### config.mk
export PLATFORM = sky130hd
export DESIGN_NAME = ram_bus_arbiter
export DESIGN_NICKNAME = d
export VERILOG_FILES = /design/src/rtl/ram_bus_arbiter.sv
export SDC_FILE = /design/constraint.sdc
export NUM_CORES = 1
export LEC_CHECK = 0
export BUFFER_PORTS_ARGS = -buffer_cell sky130_fd_sc_hd__buf_2
export CAP_MARGIN = 0
export CORE_UTILIZATION = 29
export DETAILED_ROUTE_END_ITERATION = 8
export PLACE_DENSITY = 0.57
export SYNTH_ARGS = -nofsm -noshare
export SYNTH_HDL_FRONTEND = slang
export SYNTH_SLANG_ARGS = --single-unit
### constraint.sdc
create_clock -name clk_qzt -period 1.9 [get_ports clk_qzt]
set_input_delay 0.095 -clock clk_qzt [delete_from_list [all_inputs] [get_ports clk_qzt]]
set_output_delay 0.095 -clock clk_qzt [all_outputs]
set_load 0.02 [all_outputs]
### src/rtl/ram_bus_arbiter.sv
// Two-master arbiter and sequencer for the shared single-port program/data RAM.
// Optional macro ARB_ROUND_ROBIN_EN selects round-robin instead of fixed master-0 priority.
module ram_bus_arbiter #(
    parameter int AW     = 8,
    parameter int DW     = 8,
    parameter int RD_LAT = 1
) (
    input  logic          clk_qzt,
    input  logic          reset_n,
    input  logic          m0_req,
    input  logic          m0_we,
    input  logic [AW-1:0] m0_addr,
    input  logic [DW-1:0] m0_wdata,
    input  logic          m1_req,
    input  logic          m1_we,
    input  logic [AW-1:0] m1_addr,
    input  logic [DW-1:0] m1_wdata,
    output logic          m0_ack,
    output logic          m1_ack,
    output logic [DW-1:0] rdata,
    output logic [1:0]    gnt,
    output logic          busy,
    output logic [AW-1:0] ram_addr,
    output logic [DW-1:0] ram_din,
    output logic          ram_we,
    input  logic [DW-1:0] ram_dout
);

    typedef enum logic [1:0] {
        IDLE   = 2'd0,
        ACCESS = 2'd1,
        DONE   = 2'd2
    } state_t;

    localparam logic [1:0] CNT_LOAD = 2'(RD_LAT - 1);

    state_t        state_r, state_s;
    logic [1:0]    cnt_r, cnt_s;
    logic          we_r, we_s;
    logic          owner_r, owner_s;
    logic          last_owner_r, last_owner_s;
    logic [AW-1:0] ram_addr_r, ram_addr_s;
    logic [DW-1:0] ram_din_r, ram_din_s;
    logic          ram_we_r, ram_we_s;
    logic [DW-1:0] rdata_r, rdata_s;
    logic [1:0]    gnt_r, gnt_s;
    logic          m0_ack_r, m0_ack_s;
    logic          m1_ack_r, m1_ack_s;
    logic          busy_r, busy_s;
    logic          prefer_m0_s;
    logic          pick_m0_s;

`ifdef ARB_ROUND_ROBIN_EN
    // m0 is preferred in a contest only when m1 owned the previous access
    assign prefer_m0_s = last_owner_r;
`else
    // last owner is tracked, but fixed priority always prefers m0
    assign prefer_m0_s = last_owner_r | 1'b1;
`endif
    assign pick_m0_s = m0_req & (~m1_req | prefer_m0_s);

    // Next-state and next-output logic for the access sequencer
    always_comb begin
        state_s      = state_r;
        cnt_s        = cnt_r;
        we_s         = we_r;
        owner_s      = owner_r;
        last_owner_s = last_owner_r;
        ram_addr_s   = ram_addr_r;
        ram_din_s    = ram_din_r;
        ram_we_s     = ram_we_r;
        rdata_s      = rdata_r;
        gnt_s        = gnt_r;
        m0_ack_s     = 1'b0;
        m1_ack_s     = 1'b0;
        case (state_r)
            IDLE: begin
                if (m0_req || m1_req) begin
                    owner_s    = ~pick_m0_s;
                    we_s       = pick_m0_s ? m0_we    : m1_we;
                    ram_addr_s = pick_m0_s ? m0_addr  : m1_addr;
                    ram_din_s  = pick_m0_s ? m0_wdata : m1_wdata;
                    ram_we_s   = pick_m0_s ? m0_we    : m1_we;
                    gnt_s      = pick_m0_s ? 2'b01    : 2'b10;
                    cnt_s      = CNT_LOAD;
                    state_s    = ACCESS;
                end else begin
                    state_s = IDLE;
                end
            end
            ACCESS: begin
                // ack is raised on entry to DONE so it is visible during DONE
                if (we_r) begin
                    ram_we_s = 1'b0;
                    m0_ack_s = ~owner_r;
                    m1_ack_s = owner_r;
                    state_s  = DONE;
                end else if (cnt_r == 2'd0) begin
                    rdata_s  = ram_dout;
                    m0_ack_s = ~owner_r;
                    m1_ack_s = owner_r;
                    state_s  = DONE;
                end else begin
                    cnt_s = cnt_r - 2'd1;
                end
            end
            DONE: begin
                last_owner_s = owner_r;
                gnt_s        = 2'b00;
                state_s      = IDLE;
            end
            default: begin
                ram_we_s = 1'b0;
                gnt_s    = 2'b00;
                state_s  = IDLE;
            end
        endcase
        busy_s = (state_s != IDLE);
    end

    // State and registered-output update
    always_ff @(posedge clk_qzt or negedge reset_n) begin
        if (!reset_n) begin
            state_r      <= IDLE;
            cnt_r        <= 2'd0;
            we_r         <= 1'b0;
            owner_r      <= 1'b0;
            last_owner_r <= 1'b1;
            ram_addr_r   <= '0;
            ram_din_r    <= '0;
            ram_we_r     <= 1'b0;
            rdata_r      <= '0;
            gnt_r        <= 2'b00;
            m0_ack_r     <= 1'b0;
            m1_ack_r     <= 1'b0;
            busy_r       <= 1'b0;
        end else begin
            state_r      <= state_s;
            cnt_r        <= cnt_s;
            we_r         <= we_s;
            owner_r      <= owner_s;
            last_owner_r <= last_owner_s;
            ram_addr_r   <= ram_addr_s;
            ram_din_r    <= ram_din_s;
            ram_we_r     <= ram_we_s;
            rdata_r      <= rdata_s;
            gnt_r        <= gnt_s;
            m0_ack_r     <= m0_ack_s;
            m1_ack_r     <= m1_ack_s;
            busy_r       <= busy_s;
        end
    end

    assign m0_ack   = m0_ack_r;
    assign m1_ack   = m1_ack_r;
    assign rdata    = rdata_r;
    assign gnt      = gnt_r;
    assign busy     = busy_r;
    assign ram_addr = ram_addr_r;
    assign ram_din  = ram_din_r;
    assign ram_we   = ram_we_r;

endmodule

==> results.yml, run 1 <==
detailed_routing:
  drt-total-wl_um: 3100
  drtAntennaViolNets: 0
  drcViolationCount: 0
  vias: 1126
  drt-vias-per-instance: 4.30
  firstDrtPassIters: 4
  drt_iter0_drc: 72
  routedWlPerCell_um: 11.8
cells_and_area:
  fin_area_sq_um: 2160
  layout.cells.non_filler: 262
  diodes: 0
  nFillCells: 517
  mostFrequentLayoutCells: "75 x buf_2, 43 x mux2_2, 36 x dfrtp_1"
  seq_area_sq_um: 901
  layout-drive-gt1-share_pct: 68.2
  multiInputGateArea_sq_um: 663
  layout_commonest_cell: "buf_2"
  num-nets-final: 238
  syn2layout_area_growth_pct: 34.6
synthesis:
  synth_top_area_cell: "dfrtp_1"
  synth.distinct_cells: 20
  postSynthCellCount: 110
  synth_top_area_share_pct: 56.1
  synth_area_leaders: "dfrtp_1 56%, mux2_2 30%, mux2i_1 1.2%"
  syn_avg_cell_area_sq_um: 14.6
  ys_ff_latch: 36
  netlist_area_sq_um: 1610
  seq_area_frac_synth_pct: 56.1
  syn-num-nets: 157
  yosys_warnings: 0
place:
  place_area_sq_um: 2060
  place_inst: 253
  numPortBuffers: 75
  dp_hpwl_um: 2330
  place_congestion: 0.702
grt:
  grt-ovfl-total: 0
  globalRouteMet3Util_pct: 3.35
  grt_busiest_layer: "met2"
  grt_pass1_wl_um: 5360
  grt_antenna_before_repair: 0
  met1_usage_pct: 13.3
  grt_use_met2_pct: 20.5
  grt_pass1_vias: 1191
  grt_max_degree: 37
  gr-usage-all-layers_pct: 11.9
power:
  powerDensity_nw_per_um2: 1640
  ir_worst_vdd_mv: 0.606
  p_leak_nw: 1.03
sta:
  setup_viol: 0
  slew_headroom_pct: 48.4
  period_needed_ns: 1.61
  setup-tns-final_ns: 0
  hold_violations: 0
  post-route-period-util_pct: 84.5
  max_freq_ghz: 0.623
  slew_violations: 0
  skew_ns: 0.00612
  rsz0062_at_grt: "false"
  whs_ns: 0.0452
  tightest_slew_ns: 0.774
cts:
  clock-sinks: 36
  clk_pin_slew_ns: 0.07
  cts_tree: "done"
  clock_tree.root_cell: "clkbuf_8"
  cts.path.max_buffers: 2
  insertion_delay_ns: 0.28
  post_cts_buffers: 0
  h-tree-depth: 2
  cts_inserted_buffers: 5
floorplanning:
  core_sq_um: 5200
  dieHeight_um: 76.4
  ios: 76
  initial_core_util_pct: 30.8
  die-area_sq_um: 5840
  num_rows: 26
  die_x_um: 76.4
min_path:
  hp-start: "ram_dout[2]"
  hold_end: "rdata[2]"
  min_path_cells: 2
  hp-class: "in -> reg"
worst_setup_path:
  cpPeakStageDelay_ns: 0.48
  r2r_start: "state_r[1]"
  path_delay_family: "simple AND/OR/NAND/NOR gates"
  worstPathCellList: "nand2b_4, nor3b_4, mux2_2"
  crit_type: "reg -> reg"
  crit_buf_inv: 0
  required_ns: 2.07
  cp.arrival_ns: 1.77
  r2r-end: "rdata[6]"
  critPathLaunchType: "flip-flop"
  ff2ff_path_depth: 3
  endpoint_kind: "flip-flop"
  cp_max_fo: 8
  slowest_stage: "dfrtp_1"
  rrSetupSlack_ns: 0.29
outcome:
  status: "complete, no violations"
run:
  cap_violations: 0
==> kinds of logic after synthesis <==
| kind of cell | after synthesis | synth area share [%] |
|---|---|---|
| compound gates | 6 | 2.10 |
| fa+ha+maj | 1 | 0.779 |
| buf+inv | 8 | 2.57 |
| flops | 36 | 56.1 |
| mux | 45 | 31.4 |
| simple gates | 14 | 7.01 |
==> per-stage QoR <==
step | utilization [%] | setup WS [ns] | total power [W]
after global placement | 39.5 | 0.308 | 0.00303
final | 41.5 | 0.294 | 0.00355
after detailed placement | 39.5 | 0.301 | 0.00305
after CTS | 41.5 | 0.284 | 0.00363
after global routing | 41.5 | 0.207 | 0.00380
after floorplan | - | 0.394 | 0.00252
==> layout make-up <==
cell class | instances | share of cell area, %
Clock buffer | 7 | 4.00
Clock inverter | 1 | 0.347
Inverter | 4 | 0.695
Multi-Input combinational cell | 66 | 30.7
Sequential cell | 36 | 41.7
Tap cell | 70 | 4.05
Timing Repair Buffer | 78 | 18.5
==> flip-flops by register name (all words and copies together), names as in the netlist <==
signal / flops
ram_din: 8
m0_ack: 1
rdata: 8
m1_ack: 1
busy: 1
cnt_r: 2
ram_addr: 8
state_r: 2
owner_r: 1
ram_we: 1
we_r: 1
gnt: 2
==> worst max path at each step <==
stage                     startpoint           to  slack, ns  cells after the start
after floorplan           state_r[0]  ram_addr[0]       0.39                      3
after global placement    state_r[1]     rdata[0]       0.31                      3
after detailed placement  state_r[1]     rdata[6]       0.30                      3
after CTS                 state_r[1]     rdata[6]       0.28                      3
after global routing      state_r[1]     rdata[6]       0.21                      3
final                     state_r[1]     rdata[6]       0.29                      3
==> cells in the mapped netlist <==
| library cell | number |
|---|---|
| nor3_4 | 1 |
| mux2i_1 | 2 |
| ha_1 | 1 |
| and2_1 | 1 |
| buf_2 | 3 |
| o31ai_1 | 1 |
| nor2_1 | 4 |
| dfrtp_1 | 36 |
| nand2b_4 | 1 |
| inv_1 | 4 |
| and2b_1 | 1 |
| o21ai_0 | 1 |
| buf_6 | 1 |
| nand2b_1 | 1 |
| nor3b_4 | 1 |
| o22ai_1 | 1 |
| or4b_4 | 1 |
| mux2_2 | 43 |
| a21oi_1 | 3 |
| nor3_1 | 3 |
==> what timing repair did <==
action,CTS,global route
resized for setup,0,0
hold buffers,1,0
endpoints found under the hold margin,36,0
==> power by group <==
group	total [W]	internal [W]	leakage [nW]	switching, W
Sequential	0.00138	0.00115	0.433	0.000226
Combinational	0.00162	0.000756	0.556	0.000868
Clock	0.000548	0.000294	0.0445	0.000254
==> metal layers <==
metal  wire length, um  up-vias
met1              1380      542
met4                17        0
li1                  -      548
met5                 0        -
met3               128        2
met2              1580       34
Power figures use the tool's default switching activity.
==> run 2, diff against run 1 <==
ABC_AREA = 1   (was not set)
clock period = 1.6 ns   (was 1.9 ns; I/O delays follow)
==> run 2 against run 1 <==
  * Non-clock buffer count grew 3
  * Flip-flop and latch count is the same
  * Critical path depth grew 4
  * Via count grew 37%
  * Final area grew 3.2%
  * Cell count grew 41%
  * Count of clock-buffer cells in the layout shrank 1
  * Critical endpoint unchanged
  * Largest cell class unchanged
  * Sequential share of layout area shrank 1.3 points
  * Sequential power grew 14%
  * Synthesized cell count grew 95%
  * Largest power group unchanged
  * Clock power grew 21%
  * Worst hold slack lost 0.021 ns
==> results.yml, run 2 <==
sta:
  max_freq_ghz: 0.742
  slew_violations: 0
  rsz0062_at_grt: "false"
  setup-tns-final_ns: 0
  hold_violations: 0
  setup_viol: 0
  post-route-period-util_pct: 84.2
  slew_headroom_pct: 67.2
  period_needed_ns: 1.35
  skew_ns: 0.00311
  tightest_slew_ns: 0.492
  setup_ws_ns: 0.253
grt:
  grt_max_degree: 23
  grt_antenna_before_repair: 0
  grt_pass1_vias: 1639
  grt_pass1_wl_um: 6930
  met1_usage_pct: 16.9
  gr-usage-all-layers_pct: 14.3
  grt_busiest_layer: "met2"
  grt-ovfl-total: 0
  grt_use_met2_pct: 24.6
  globalRouteMet3Util_pct: 4.65
floorplanning:
  dieHeight_um: 78.2
  core_sq_um: 5540
  die_x_um: 78.2
  die-area_sq_um: 6120
  num_rows: 27
  ios: 76
  initial_core_util_pct: 30.4
worst_setup_path:
  r2r_start: "cnt_r[0]"
  endpoint_kind: "flip-flop"
  critPathLaunchType: "flip-flop"
  cp_max_fo: 9
  crit_type: "reg -> reg"
  cp.arrival_ns: 1.53
  startpoint: "cnt_r[0]"
  required_ns: 1.78
synthesis:
  async_flop_share_pct: 100
  synth.distinct_cells: 17
  syn-num-nets: 262
  seq_area_frac_synth_pct: 53.5
  netlist_area_sq_um: 1690
  synth_most_common_cell: "nand2_1"
  synth_top_area_share_pct: 53.5
  synth-edff-count: 0
  synth_area_leaders: "dfrtp_1 53%, nand2_1 30%, nand3_1 3.3%"
  ys_ff_latch: 36
  synth_common_cells: "134 x nand2_1, 36 x dfrtp_1, 11 x nand3_1"
  yosys_warnings: 0
  syn_avg_cell_area_sq_um: 7.84
  ys.flop_type: "dfrtp_1"
  postSynthCellCount: 215
  synth_top_area_cell: "dfrtp_1"
place:
  numPortBuffers: 75
  pre_cts_ws_ns: 0.267
  place_inst: 360
  place_congestion: 0.771
  dp_hpwl_um: 2930
cells_and_area:
  layout.cells.non_filler: 369
  nFillCells: 598
  mostFrequentLayoutCells: "134 x nand2_1, 75 x buf_2, 36 x dfrtp_1"
  layout_commonest_cell: "nand2_1"
  final_util_pct: 40.3
  num-nets-final: 343
  syn2layout_area_growth_pct: 32.4
  diodes: 0
  layout-drive-gt1-share_pct: 32.7
cts:
  cts.path.max_buffers: 2
  cts_tree: "done"
  clock_tree.root_cell: "clkbuf_8"
  insertion_delay_ns: 0.29
  clock-sinks: 36
  h-tree-depth: 2
  cts_inserted_buffers: 5
  clk_pin_slew_ns: 0.07
power:
  ir_worst_vdd_mv: 0.597
  p_leak_nw: 1.35
  powerDensity_nw_per_um2: 1920
detailed_routing:
  drt-total-wl_um: 3900
  drtAntennaViolNets: 0
  firstDrtPassIters: 4
  drt-vias-per-instance: 4.19
  drt_iter0_drc: 31
  routedWlPerCell_um: 10.6
  vias: 1547
  drcViolationCount: 0
run:
  cap_violations: 0
min_path:
  hp-start: "ram_dout[3]"
  hp-class: "in -> reg"
outcome:
  status: "complete, no violations"
## run 2: area by class of cell
cell class              count  area (sq um)  share of cell area [%]
clock buffers               6          82.6                    3.70
flip-flops and latches     36           901                    40.4
inverters                  11          41.3                    1.85
well taps                  72          90.1                    4.04
clock inverters             2          10.0                   0.449
repair buffers             81           423                    19.0
multi-input cells         161           683                    30.6
## run 2: path summary, 6_finish.rpt
| check | depth (start not counted) | end | slack (ns) |
|---|---|---|---|
| worst max register to register | 7 | rdata[6] | 0.25 |
| worst min-delay path | 3 | rdata[3] | 0.02 |
| worst max-delay path | 7 | rdata[6] | 0.25 |
| max in group asynchronous | 3 | ram_din[7] | 0.81 |
| worst min register to register | 1 | m0_ack | 0.43 |
| min in group asynchronous | 2 | m0_ack | 0.28 |
## run 2: metal layers
metal,vias to the layer above,share of wire (%)
met1,678,47
met2,53,45
met3,5,6.2
li1,811,-
met5,-,0
met4,0,1.2
## run 2: kinds of logic (layout without fill, tap and decap cells)
kind of cell	after synthesis	count (layout)	synth area share, %
flip-flops	36	36	53.5
AO/OA/AOI/OAI	3	3	1.11
AND/OR/NAND/NOR	157	157	38.7
buffers and inverters	18	100	6.01
adder cells (fa/ha/maj)	1	1	0.742
## run 2: stage by stage
step	instance area (sq um)	power, W	hold WS, ns
6_report	2230	0.00427	0.0244
5_1_grt	2230	0.00467	0.0313
4_1_cts	2230	0.00434	0.0221
3_5_place_dp	2130	0.00366	0.0761
3_3_place_gp	2130	0.00364	0.0710
2_1_floorplan	1690	0.00302	-0.216
## run 2: what timing repair did
item | in CTS | in global routing
hold buffers | 1 | 0
gates resized for setup | 0 | 0
hold endpoints to repair | 20 | 0
buffers inserted | 0 | 0
## run 2: worst max-delay path, stage by stage (launching register included)
cell and delay, ns:
dfrtp_1 0.38, inv_1 0.08, ha_1 0.20, inv_1 0.08, nor2_4 0.19, nand2_2 0.16, nand2_1 0.10, nand2_1 0.05
## run 2: report_power, final
group          switching [W]  total [W]  internal (W)
combinational        0.00136    0.00203      0.000661
clock               0.000321   0.000665      0.000343
sequential          0.000245    0.00158       0.00134
==> run 3, diff against run 2 <==
ABC_AREA = 0   (was 1)
PLACE_DENSITY = 0.59   (was 0.57)
clock period = 1.15 ns   (was 1.6 ns; I/O delays follow)
==> run 3 against run 2 <==
  * Sequential power is 44% higher
  * First-iteration DRC count is 48% lower
  * Setup slack worse by 0.55 ns
  * Count of clock-buffer cells in the layout stayed put
  * Fmax is 6.7% lower
  * Sequential share of layout area is 5.5 points lower
  * Non-clock buffer count is 24 higher
  * Die area is 4.6% lower
  * Via count is 21% lower
  * Global-route usage is 0.40 points lower
  * Register-to-register slack worse by 0.55 ns
  * Clock power is 65% higher
  * The flow now finishes with violations (negative setup slack)
==> results.yml, run 3 (same netlist as run 1, synthesis figures left out) <==
worst_setup_path:
  slowest_stage: "or4b_4"
  cp_max_fo: 3
  worstPathCellList: "inv_2, ha_4, or4b_4, o31ai_4, mux2i_1"
  cp.arrival_ns: 1.61
  path_delay_family: "simple AND/OR/NAND/NOR gates"
  crit_buf_inv: 1
  crit_type: "reg -> reg"
  required_ns: 1.31
  cpPeakStageDelay_ns: 0.55
  endpoint_kind: "flip-flop"
  critPathLaunchType: "flip-flop"
sta:
  setup_viol: 30
  max_freq_ghz: 0.693
  hold_violations: 0
  post-route-period-util_pct: 126
  rsz0062_at_grt: "true"
  tightest_slew_ns: 0.448
  skew_ns: 0.00804
  slew_headroom_pct: 70.1
  setup-tns-final_ns: -6.66
  period_needed_ns: 1.44
  setup_ws_ns: -0.293
  slew_violations: 0
detailed_routing:
  drtAntennaViolNets: 0
  firstDrtPassIters: 2
  drt-total-wl_um: 3750
  routedWlPerCell_um: 13.0
  drt_iter0_drc: 16
  vias: 1229
  drcViolationCount: 0
  drt-vias-per-instance: 4.25
floorplanning:
  core_sq_um: 5200
  dieHeight_um: 76.4
  initial_core_util_pct: 30.8
  ios: 76
  die_x_um: 76.4
  die-area_sq_um: 5840
  num_rows: 26
cells_and_area:
  num-nets-final: 265
  final_util_pct: 49.7
  layout-drive-gt1-share_pct: 71.2
  mostFrequentLayoutCells: "75 x buf_2, 34 x dfrtp_1, 26 x mux2_4"
  layout_commonest_cell: "buf_2"
  diodes: 0
  syn2layout_area_growth_pct: 61.3
grt:
  gr-usage-all-layers_pct: 13.9
  grt-ovfl-total: 0
  grt_antenna_before_repair: 0
  grt_pass1_wl_um: 6310
  grt_pass1_vias: 1342
  grt_max_degree: 20
outcome:
  violations: "negative setup slack"
  status: "finished with violations"
power:
  ir_worst_vdd_mv: 1.70
  p_leak_nw: 1.29
  powerDensity_nw_per_um2: 2790
  totalPowerFinal_w: 0.00722
cts:
  clock-sinks: 36
  cts.path.max_buffers: 2
  insertion_delay_ns: 0.29
  clock_tree.root_cell: "clkbuf_8"
  clk_pin_slew_ns: 0.07
  cts_tree: "done"
  cts_inserted_buffers: 5
  h-tree-depth: 2
place:
  place_congestion: 0.676
  numPortBuffers: 75
  dp_hpwl_um: 2450
run:
  cap_violations: 0
min_path:
  hp-class: "in -> reg"
==> run 3: cell count changes in the layout (fill, tap and decap cells not counted), sizes merged, moves of 3 or more <==
cell / previous run / this run
buf: 80 / 96
nand2: 136 / 0
nand3: 11 / 0
nor2: 8 / 4
nor3: 0 / 4
inv: 11 / 4
a21oi: 0 / 3
mux2: 0 / 43
dlygate4sd3: 1 / 9
==> run 3: area by class of cell <==
| cell class | instances | area [sq um] |
|---|---|---|
| inverter | 4 | 15.0 |
| timing repair buffer | 105 | 688 |
| clock inverter | 2 | 35.0 |
| sequential | 36 | 903 |
| tap | 70 | 87.6 |
| fill | 495 | 2620 |
| clock buffer | 6 | 72.6 |
| multi-input combinational | 66 | 787 |
==> run 3: power by group <==
group	internal, W	switching (W)
Combinational	0.00211	0.00174
Sequential	0.00191	0.000364
Clock	0.000644	0.000455
Total	0.00466	0.00256
==> run 3: timing repair <==
action | 4_1_cts | 5_1_grt
endpoints found under the setup margin | 30 | 30
resized for setup | 37 | 0
endpoints found under the hold margin | 25 | 0
buffers inserted | 2 | 4
cloned | 1 | 0
pin swaps | 3 | 2
hold buffers | 9 | 0
==> run 3: metal layers <==
layer / part of all wire, % / track usage (%) / vias up
met3: 4.8 / 3.35 / 2
met4: 0.77 / 4.04 / 0
met1: 44 / 16.5 / 584
met5: 0 / 0 / -
li1: - / - / 603
met2: 50 / 24.8 / 40
==> run 3: final timing paths <==
check,startpoint,to,slack (ns),depth (start not counted)
worst max-delay path,cnt_r[0],cnt_r[0],-0.29,5
worst min-delay path,m1_req,gnt[1],0.10,3
worst max register to register,cnt_r[0],cnt_r[0],-0.29,5
worst min register to register,owner_r,m0_ack,0.43,1
max in group asynchronous,reset_n,state_r[0],0.45,3
min in group asynchronous,reset_n,ram_din[1],0.24,2
==> run 3: metrics by stage <==
step / worst slack (ns) / area (sq um) / hold WS [ns] / instances
4_1_cts: -0.302 / 2590 / 0.100 / 286
5_1_grt: -0.349 / 2590 / 0.112 / 289
3_5_place_dp: -0.364 / 2210 / 0.0291 / 266
3_3_place_gp: -0.310 / 2210 / 0.0287 / 266
2_1_floorplan: -0.349 / 1620 / -0.238 / 110
6_report: -0.293 / 2590 / 0.105 / 289
==> run 3: tightest hold or removal path: cells and delay by family <==
| family | cells | cell delay (ns) |
|---|---|---|
| simple gates | 1 | 0.12 |
| buf+inv | 1 | 0.10 |
| compound gates | 1 | 0.06 |
